**src/rtl/rv_multicycle_ctrl_if.sv**
```systemverilog
// Control-path bundle between the multicycle RV32I sequencer and its datapath/memory port.
// Memory handshake: mem_req is the valid and mem_ready the ready. An access completes on the
// single cycle where both are 1. mem_req, mem_we and mem_addr_sel stay stable until completion,
// and mem_ready is a don't-care whenever mem_req is 0.
interface rv_multicycle_ctrl_if #(
   parameter int CNT_WIDTH = 32
);
   logic [31:0]          instruction;
   logic                 branch_cond;
   logic                 mem_ready;
   logic                 mem_req;
   logic                 mem_we;
   logic                 mem_addr_sel;
   logic                 ir_write;
   logic                 pc_write;
   logic [1:0]           pc_src;
   logic                 alu_src;
   logic                 reg_write;
   logic [1:0]           wb_sel;
   logic                 csr_we;
   logic                 instr_retired;
   logic [CNT_WIDTH-1:0] instret;
   logic                 trap;
   logic [1:0]           trap_cause;
   logic [2:0]           state;

   modport master (
      input  instruction, branch_cond, mem_ready,
      output mem_req, mem_we, mem_addr_sel, ir_write, pc_write, pc_src, alu_src,
             reg_write, wb_sel, csr_we, instr_retired, instret, trap, trap_cause, state
   );

   modport slave (
      output instruction, branch_cond, mem_ready,
      input  mem_req, mem_we, mem_addr_sel, ir_write, pc_write, pc_src, alu_src,
             reg_write, wb_sel, csr_we, instr_retired, instret, trap, trap_cause, state
   );
endinterface

```
**src/rtl/rv_multicycle_ctrl.sv**
```systemverilog
// Multicycle RV32I control FSM: FETCH/DECODE/EXEC/MEM/WB over one shared memory port,
// with illegal-instruction and bus-timeout traps and a retired-instruction counter.
module rv_multicycle_ctrl #(
   parameter bit SUPPORT_CSR = 1'b1,
   parameter int MEM_TIMEOUT = 15,
   parameter int CNT_WIDTH   = 32
) (
   input  logic                 clk,
   input  logic                 rst,
   rv_multicycle_ctrl_if.master bus
);

   localparam int WAIT_W = (MEM_TIMEOUT > 0) ? $clog2(MEM_TIMEOUT + 1) : 1;
   localparam logic [WAIT_W-1:0] WAIT_LAST = WAIT_W'((MEM_TIMEOUT > 0) ? MEM_TIMEOUT - 1 : 0);

   localparam logic [6:0] OP_LUI    = 7'b0110111;
   localparam logic [6:0] OP_AUIPC  = 7'b0010111;
   localparam logic [6:0] OP_JAL    = 7'b1101111;
   localparam logic [6:0] OP_JALR   = 7'b1100111;
   localparam logic [6:0] OP_BRANCH = 7'b1100011;
   localparam logic [6:0] OP_LOAD   = 7'b0000011;
   localparam logic [6:0] OP_STORE  = 7'b0100011;
   localparam logic [6:0] OP_IMM    = 7'b0010011;
   localparam logic [6:0] OP_OP     = 7'b0110011;
   localparam logic [6:0] OP_SYSTEM = 7'b1110011;

   typedef enum logic [2:0] {
      S_FETCH  = 3'd0,
      S_DECODE = 3'd1,
      S_EXEC   = 3'd2,
      S_MEM    = 3'd3,
      S_WB     = 3'd4,
      S_TRAP   = 3'd5
   } state_t;

   state_t               r_state;
   logic [WAIT_W-1:0]    r_wait_cnt;
   logic [CNT_WIDTH-1:0] r_instret;
   logic [1:0]           r_trap_cause;

   state_t      w_next_state;
   logic [1:0]  w_next_cause;
   logic        w_mem_req;
   logic        w_mem_we;
   logic        w_addr_sel;
   logic        w_ir_write;
   logic        w_pc_write;
   logic [1:0]  w_pc_src;
   logic        w_reg_write;
   logic        w_csr_we;
   logic        w_retire;

   logic [6:0]  w_opcode;
   logic [2:0]  w_funct3;
   logic        w_rd_nz;
   logic        w_is_lui, w_is_auipc, w_is_jal, w_is_jalr, w_is_branch;
   logic        w_is_load, w_is_store, w_is_opimm, w_is_op, w_is_csr;
   logic        w_legal;
   logic        w_alu_imm;
   logic [1:0]  w_wb_code;
   logic        w_in_body;
   logic        w_timeout;
   logic        w_wait_inc;
   logic        w_wait_clr;
   logic        w_unused_bits;

   assign w_opcode      = bus.instruction[6:0];
   assign w_funct3      = bus.instruction[14:12];
   assign w_rd_nz       = |bus.instruction[11:7];
   assign w_unused_bits = &{1'b0, bus.instruction[31:15]};

   assign w_is_lui    = (w_opcode == OP_LUI);
   assign w_is_auipc  = (w_opcode == OP_AUIPC);
   assign w_is_jal    = (w_opcode == OP_JAL);
   assign w_is_jalr   = (w_opcode == OP_JALR);
   assign w_is_branch = (w_opcode == OP_BRANCH);
   assign w_is_load   = (w_opcode == OP_LOAD);
   assign w_is_store  = (w_opcode == OP_STORE);
   assign w_is_opimm  = (w_opcode == OP_IMM);
   assign w_is_op     = (w_opcode == OP_OP);
   // funct3==0 under SYSTEM is ECALL/EBREAK/xRET, which this core traps on
   assign w_is_csr    = SUPPORT_CSR && (w_opcode == OP_SYSTEM) && (w_funct3 != 3'd0);

   assign w_legal = w_is_lui | w_is_auipc | w_is_jal | w_is_jalr | w_is_branch |
                    w_is_load | w_is_store | w_is_opimm | w_is_op | w_is_csr;

   assign w_alu_imm = w_is_opimm | w_is_load | w_is_store | w_is_jalr | w_is_lui | w_is_auipc;
   assign w_wb_code = w_is_load             ? 2'd1 :
                      (w_is_jal | w_is_jalr) ? 2'd2 :
                      w_is_csr              ? 2'd3 : 2'd0;

   assign w_in_body = (r_state == S_DECODE) || (r_state == S_EXEC) ||
                      (r_state == S_MEM)    || (r_state == S_WB);

   assign w_timeout  = (MEM_TIMEOUT > 0) && !bus.mem_ready && (r_wait_cnt == WAIT_LAST);
   assign w_wait_inc = (MEM_TIMEOUT > 0) && !bus.mem_ready &&
                       ((r_state == S_FETCH) || (r_state == S_MEM));
   assign w_wait_clr = (w_next_state != r_state);

   always_ff @(posedge clk) begin
      if (rst) begin
         r_state      <= S_FETCH;
         r_wait_cnt   <= '0;
         r_instret    <= '0;
         r_trap_cause <= 2'd0;
      end else begin
         r_state <= w_next_state;
         if (w_wait_clr) begin
            r_wait_cnt <= '0;
         end else if (w_wait_inc) begin
            r_wait_cnt <= r_wait_cnt + 1'b1;
         end
         if (w_retire) begin
            r_instret <= r_instret + 1'b1;
         end
         if ((r_state != S_TRAP) && (w_next_state == S_TRAP)) begin
            r_trap_cause <= w_next_cause;
         end
      end
   end

   always_comb begin
      w_next_state = r_state;
      w_next_cause = 2'd0;
      w_mem_req    = 1'b0;
      w_mem_we     = 1'b0;
      w_addr_sel   = 1'b0;
      w_ir_write   = 1'b0;
      w_pc_write   = 1'b0;
      w_pc_src     = 2'd0;
      w_reg_write  = 1'b0;
      w_csr_we     = 1'b0;
      w_retire     = 1'b0;
      case (r_state)
         S_FETCH: begin
            w_mem_req = 1'b1;
            if (bus.mem_ready) begin
               w_ir_write   = 1'b1;
               w_next_state = S_DECODE;
            end else if (w_timeout) begin
               w_next_state = S_TRAP;
               w_next_cause = 2'd2;
            end
         end
         S_DECODE: begin
            if (w_legal) begin
               w_next_state = S_EXEC;
            end else begin
               w_next_state = S_TRAP;
               w_next_cause = 2'd1;
            end
         end
         S_EXEC: begin
            if (w_is_branch) begin
               w_pc_write   = 1'b1;
               w_pc_src     = bus.branch_cond ? 2'd1 : 2'd0;
               w_retire     = 1'b1;
               w_next_state = S_FETCH;
            end else if (w_is_load || w_is_store) begin
               w_next_state = S_MEM;
            end else begin
               w_next_state = S_WB;
            end
         end
         S_MEM: begin
            w_mem_req  = 1'b1;
            w_addr_sel = 1'b1;
            w_mem_we   = w_is_store;
            if (bus.mem_ready) begin
               if (w_is_store) begin
                  w_pc_write   = 1'b1;
                  w_retire     = 1'b1;
                  w_next_state = S_FETCH;
               end else begin
                  w_next_state = S_WB;
               end
            end else if (w_timeout) begin
               w_next_state = S_TRAP;
               w_next_cause = 2'd2;
            end
         end
         S_WB: begin
            w_reg_write  = w_rd_nz;
            w_csr_we     = w_is_csr;
            w_pc_write   = 1'b1;
            w_pc_src     = w_is_jal ? 2'd1 : (w_is_jalr ? 2'd2 : 2'd0);
            w_retire     = 1'b1;
            w_next_state = S_FETCH;
         end
         S_TRAP: begin
            w_next_state = S_TRAP;
         end
         default: begin
            w_next_state = S_FETCH;
         end
      endcase
   end

   // Enables are masked during the reset cycle so an interrupted access commits nothing
   assign bus.mem_req       = w_mem_req;
   assign bus.mem_addr_sel  = w_addr_sel;
   assign bus.mem_we        = w_mem_we & ~rst;
   assign bus.ir_write      = w_ir_write & ~rst;
   assign bus.pc_write      = w_pc_write & ~rst;
   assign bus.pc_src        = w_pc_src;
   assign bus.reg_write     = w_reg_write & ~rst;
   assign bus.csr_we        = w_csr_we & ~rst;
   assign bus.instr_retired = w_retire & ~rst;
   assign bus.alu_src       = w_in_body & w_alu_imm;
   assign bus.wb_sel        = w_in_body ? w_wb_code : 2'd0;
   assign bus.instret       = r_instret;
   assign bus.trap          = (r_state == S_TRAP);
   assign bus.trap_cause    = r_trap_cause;
   assign bus.state         = r_state;

endmodule
```
**src/flat_wrapper.sv**
```systemverilog
// flat-port wrapper written by rule: the top's interface ports become plain ports
module rv_multicycle_ctrl_flat 
#(
   parameter bit SUPPORT_CSR = 1'b1,
   parameter int MEM_TIMEOUT = 15,
   parameter int CNT_WIDTH   = 32
)
  (clk, rst, bus_instruction, bus_branch_cond, bus_mem_ready, bus_mem_req, bus_mem_we, bus_mem_addr_sel, bus_ir_write, bus_pc_write, bus_pc_src, bus_alu_src, bus_reg_write, bus_wb_sel, bus_csr_we, bus_instr_retired, bus_instret, bus_trap, bus_trap_cause, bus_state);
  rv_multicycle_ctrl_if #(.CNT_WIDTH(CNT_WIDTH)) bus_i ();
  input  logic clk;
  input  logic rst;
  input wire logic [$bits(bus_i.instruction)-1:0] bus_instruction;
  input wire logic [$bits(bus_i.branch_cond)-1:0] bus_branch_cond;
  input wire logic [$bits(bus_i.mem_ready)-1:0] bus_mem_ready;
  output wire logic [$bits(bus_i.mem_req)-1:0] bus_mem_req;
  output wire logic [$bits(bus_i.mem_we)-1:0] bus_mem_we;
  output wire logic [$bits(bus_i.mem_addr_sel)-1:0] bus_mem_addr_sel;
  output wire logic [$bits(bus_i.ir_write)-1:0] bus_ir_write;
  output wire logic [$bits(bus_i.pc_write)-1:0] bus_pc_write;
  output wire logic [$bits(bus_i.pc_src)-1:0] bus_pc_src;
  output wire logic [$bits(bus_i.alu_src)-1:0] bus_alu_src;
  output wire logic [$bits(bus_i.reg_write)-1:0] bus_reg_write;
  output wire logic [$bits(bus_i.wb_sel)-1:0] bus_wb_sel;
  output wire logic [$bits(bus_i.csr_we)-1:0] bus_csr_we;
  output wire logic [$bits(bus_i.instr_retired)-1:0] bus_instr_retired;
  output wire logic [$bits(bus_i.instret)-1:0] bus_instret;
  output wire logic [$bits(bus_i.trap)-1:0] bus_trap;
  output wire logic [$bits(bus_i.trap_cause)-1:0] bus_trap_cause;
  output wire logic [$bits(bus_i.state)-1:0] bus_state;
  assign bus_i.instruction = bus_instruction;
  assign bus_i.branch_cond = bus_branch_cond;
  assign bus_i.mem_ready = bus_mem_ready;
  assign bus_mem_req = bus_i.mem_req;
  assign bus_mem_we = bus_i.mem_we;
  assign bus_mem_addr_sel = bus_i.mem_addr_sel;
  assign bus_ir_write = bus_i.ir_write;
  assign bus_pc_write = bus_i.pc_write;
  assign bus_pc_src = bus_i.pc_src;
  assign bus_alu_src = bus_i.alu_src;
  assign bus_reg_write = bus_i.reg_write;
  assign bus_wb_sel = bus_i.wb_sel;
  assign bus_csr_we = bus_i.csr_we;
  assign bus_instr_retired = bus_i.instr_retired;
  assign bus_instret = bus_i.instret;
  assign bus_trap = bus_i.trap;
  assign bus_trap_cause = bus_i.trap_cause;
  assign bus_state = bus_i.state;
  rv_multicycle_ctrl #(.SUPPORT_CSR(SUPPORT_CSR), .MEM_TIMEOUT(MEM_TIMEOUT), .CNT_WIDTH(CNT_WIDTH)) u_core (.clk(clk), .rst(rst), .bus(bus_i));
endmodule
```
**config.mk**
```make
export PLATFORM = sky130hd
export DESIGN_NAME = rv_multicycle_ctrl_flat
export DESIGN_NICKNAME = d
export VERILOG_FILES = /design/src/rtl/rv_multicycle_ctrl_if.sv /design/src/rtl/rv_multicycle_ctrl.sv /design/src/flat_wrapper.sv
export SDC_FILE = /design/constraint.sdc
export NUM_CORES = 1
export LEC_CHECK = 0
export CAP_MARGIN = 20
export CELL_PAD_IN_SITES_DETAIL_PLACEMENT = 0
export CELL_PAD_IN_SITES_GLOBAL_PLACEMENT = 2
export CORE_MARGIN = 1
export CORE_UTILIZATION = 31
export DETAILED_ROUTE_END_ITERATION = 8
export DONT_BUFFER_PORTS = 1
export MAX_ROUTING_LAYER = met4
export PLACE_DENSITY_LB_ADDON = 0.1
export SLEW_MARGIN = 20
export SYNTH_ARGS = -nofsm -noshare
export SYNTH_HDL_FRONTEND = slang
export SYNTH_SLANG_ARGS = --single-unit
```
**constraint.sdc**
```tcl
create_clock -name clk -period 2.1 [get_ports clk]
set_input_delay 0.42 -clock clk [delete_from_list [all_inputs] [get_ports clk]]
set_output_delay 0.42 -clock clk [all_outputs]
set_load 0.01 [all_outputs]
```
==> Yosys cells after proc, flatten, opt, wreduce, memory -nomap -nowiden <==
Cells that the tools add are included.
W data, S select, Z words.
{ "totals": {"output_inout_bits": 51, "in_bits": 36, "ff_bits": 41, "word_cells": 94} }
{ "classes": {"muxes": 32, "addsub": 2, "reduce_logical": 15, "n_eq_ne": 19, "bitwise_logic": 22} }
{ "ops": {"columns": ["op", "count"], "rows": [
  ["$add A32 B1 Y32 const B", 1],
  ["$eq A7 B7 Y1 const B", 4],
  ["$eq A7 B6 Y1 const B", 3],
  ["$mux W3", 7],
  ["$mux W2", 9],
  ["$or A1 B1 Y1", 15],
  ["$pmux W3 S5", 1],
  ["$eq A7 B5 Y1 const B", 2],
  ["$mux W1", 12],
  ["$eq A3 B3 Y1 const B", 3],
  ["$pmux W2 S2", 2],
  ["$eq A7 B2 Y1 const B", 1],
  ["$and A1 B1 Y1", 6],
  ["$eq A3 B2 Y1 const B", 2],
  ["$logic_or A1 B1 Y1", 5],
  ["$reduce_or A5 Y1", 1],
  ["$add A4 B1 Y4 const B", 1],
  ["$eq A4 B4 Y1 const B", 1],
  ["$logic_and A1 B1 Y1", 4],
  ["$reduce_or A2 Y1", 2],
  ["$eq A3 B1 Y1 const B", 1],
  ["$logic_not A3 Y1", 1],
  ["$ne A3 B3 Y1", 1],
  ["$ne A3 B3 Y1 const B", 1],
  ["other kinds (4)", 4]
]} }

==> Logic depth before layout (Yosys ltp) <==
{ "logic_depth": {"ltp_word": 14, "ltp_mapped": 8, "ltp_nobuf": 7} }

==> Worst setup path after synthesis <==
OpenSTA, ideal clock, no wires.
{ "synth_timing": {"path_kind": "flip-flop to flip-flop", "startpoint": "reg u_core.r_instret[4] (netlist: u_core.bus.instret[4])", "endpoint": "reg u_core.r_instret[23] (netlist: u_core.bus.instret[23])", "path_stages_with_launch": 7, "t_arrival_ns": 2.137, "required_ns": 2.030, "path_slack_ns": -0.107, "cell_sequence": "dfxtp_1 -> nand4_4 -> or3_1 -> or4_1 -> buf_2 -> or4_1 -> a21oi_1"} }
{ "synth_between": {"elab_chain_cells": 1} }
{ "synth_rtl": {"columns": ["element", "line", "rtl"], "rows": [
  ["start: declaration", "rv_multicycle_ctrl.sv:38", "logic [CNT_WIDTH-1:0] r_instret;"],
  ["start signal: assignment", "rv_multicycle_ctrl.sv:114", "r_instret <= r_instret + 1'b1;"],
  ["$add A32 B1 Y32", "rv_multicycle_ctrl.sv:114", null]
]} }
No other way between the ends.
A chain may end at the register's enable or synchronous reset.

==> Worst setup path after layout <==
{ "layout_timing": {"startpoint": "reg u_core.r_instret[5] (netlist: u_core.bus.instret[5])", "endpoint": "reg u_core.r_instret[23] (netlist: u_core.bus.instret[23])"} }
The elaborated chain is that of the path after synthesis.

==> summary.txt <==
run status: complete, no violations
first-pass GRT wire length: 10.5 mm
Max Fclk: 484 MHz
gr ovfl total: 0
die area: 7750 um2
post-DP HPWL: 4.81 mm
First-pass DRT Iterations: 4
clock transition at the registers of the reported paths: 0.09 ns
Period minus WS final: 2.06 ns
final setup fails: 0
share of layout cells above drive strength 1: 0.296
clock buffer depth: 2
static leakage: 1.04 nW
Design Area, Final: 3030 um2
Sink Count: 41
routability cong.: 0.791
Hold Buf Count CTS: 0
Post-synth EDFFs: 0
VDD IR-drop max: 0.247 mV
GR peak layer: met2
maxcap violations: 0
IO Pins: 87
largest net degree at the start of global routing: 42
WL final: 6.65 mm
Syn Inst Count: 291
count leader, synth: dfxtp_1
ant diodes: 0
Placed Instance Area: 2810 um2
Synth cell types: 50
Hold Fails Final Rpt: 0
DRC Markers: 0
Worst Setup End Kind: flop
GRT Total Usage: 0.178
Iteration-0 DRC Markers: 103
Final #Nets: 379
H-tree depth: 2
RSZ-0062 raised after global routing: yes
arrival time at the worst endpoint: 2.30 ns
fin. max-slew vios: 0
width of the die: 88.0 um
clk_lat worst skew: 0.29 ns
critical path type: flop to flop
Mapped Avg Cell Area: 7.88 um2
CTS Root Cell: clkbuf_8
Slew headroom: 0.502
site row count: 30
Worst Setup Start Kind: flop
top cells by count, synth: dfxtp_1 (41), a21oi_1 (36), or3_1 (19), nand2_1 (18)
grt met3 use: 0.0556
synthesis-to-finish area growth: 32.0%
share of synthesized registers carrying an async set or reset: 0
core area: 6980 um2
yosys warns: 0
CTS tree: yes
top cell type's share of synthesized area: 0.358
Wirelength per Cell: 15.2 um
CP required: 2.33 ns
post-synth net total: 330
worst clock skew: 0.00881 ns
ANT nets after route: 0
prevailing post-synth register cell: dfxtp_1
Synth area leaders: dfxtp_1 (36%), a21oi_1 (7.9%), or3_1 (5.2%)
Syn Std Cell Area: 2290 um2
min-delay worst type: primary input to flop
initial antenna violation count: 0
Initial Util: 0.328
area leader, netlist: dfxtp_1
#FFs+latches synth: 41
hold_ws: 0.177 ns
Seq/Total Area, Yosys: 0.358
PwrDens: 544 nW/um2
Slew @ Worst Pin: 0.747 ns
port buffer count: 0
vias in the first global route: 2188
GRT met1 Usage: 0.240
fin crit share: 0.983
via count: 2353
total CTS buffers: 5
GR met2 Demand/Resource: 0.259
via/cell ratio: 5.38
Die Y: 88.0 um
CP max FO: 7
## critical path: stages, from the launching register on
cell and delay [ns]:
dfxtp_4 0.37, nand4_4 0.09, or3_4 0.39, or4_4 0.59
or4_4 0.43, a21oi_2 0.13
## repair_timing
action	4_1_cts	5_1_grt
pin swaps	1	5
setup endpoints to repair	8	21
setup buffers	0	3
cloned	0	0
gates resized for setup	5	15
## registers in the layout, indices dropped and copies added, names as in the netlist
register               flops
u_core.r_wait_cnt          4
u_core.bus.trap_cause      2
u_core.bus.state           3
u_core.bus.instret        32
## routing by layer
layer	share of wire	up-vias
met3	0.068	5
met1	0.50	1084
met2	0.43	57
met5	0	-
li1	-	1207
met4	0.0056	0
## report_power, final
group          total [W]  switching, W  internal (W)
Sequential      0.000802     0.0000166      0.000785
Combinational   0.000174     0.0000973     0.0000770
Clock           0.000671      0.000283      0.000388
Total            0.00165      0.000397       0.00125
## kinds of logic after synthesis
group | after synthesis | synth area share
flops | 41 | 0.358
fa+ha+maj | 3 | 0.0164
buf+inv | 30 | 0.0518
mux | 1 | 0.00436
simple gates | 120 | 0.310
xor+xnor | 6 | 0.0229
compound gates | 90 | 0.237
## cells in the final DEF, fill, tap and decap left out, types with 11 or more instances in the layout
| cell type | Yosys | layout |
|---|---|---|
| buf_4 | 1 | 58 |
| inv_1 | 11 | 11 |
| nand2_1 | 18 | 18 |
| o31ai_1 | 12 | 11 |
| or4_1 | 14 | 11 |
| nor2_1 | 14 | 14 |
| o21ai_1 | 11 | 11 |
| dfxtp_1 | 41 | 29 |
| a21oi_1 | 36 | 33 |
| or3_1 | 19 | 18 |
## area by class of cell
type                            count  area (um2)
Sequential cell                    41         848
Tap cell                           96         120
Fill cell                         723        3950
Multi-Input combinational cell    220        1440
Timing Repair Buffer               59         455
Clock inverter                      1        30.0
Clock buffer                        7        86.3
Inverter                           13        48.8
## per-stage QoR
stage          setup TNS (ns)  worst slack [ns]  total power, W  cells   util
3_5_place_dp           -0.213           -0.0747        0.000980    426  0.402
5_1_grt               -0.0459           -0.0313         0.00173    437  0.434
2_1_floorplan               0            0.0111        0.000939    291      -
4_1_cts                     0           0.00495         0.00166    434  0.421
6_report                    0            0.0353         0.00165    437  0.434
3_3_place_gp          -0.0836           -0.0316        0.000981    426  0.402
## worst paths after layout
| check | startpoint | endpoint | slack (ns) | cells past startpoint |
|---|---|---|---|---|
| min reg2reg | u_core.bus.instret[31]$_SDFFE_PP0P_ | u_core.bus.instret[31]$_SDFFE_PP0P_ | 0.54 | 2 |
| max reg2reg | u_core.bus.instret[5]$_SDFFE_PP0P_ | u_core.bus.instret[23]$_SDFFE_PP0P_ | 0.04 | 5 |
| max | u_core.bus.instret[5]$_SDFFE_PP0P_ | u_core.bus.instret[23]$_SDFFE_PP0P_ | 0.04 | 5 |
| min | rst | u_core.bus.instret[6]$_SDFFE_PP0P_ | 0.18 | 1 |
Power figures use the tool's default switching activity.
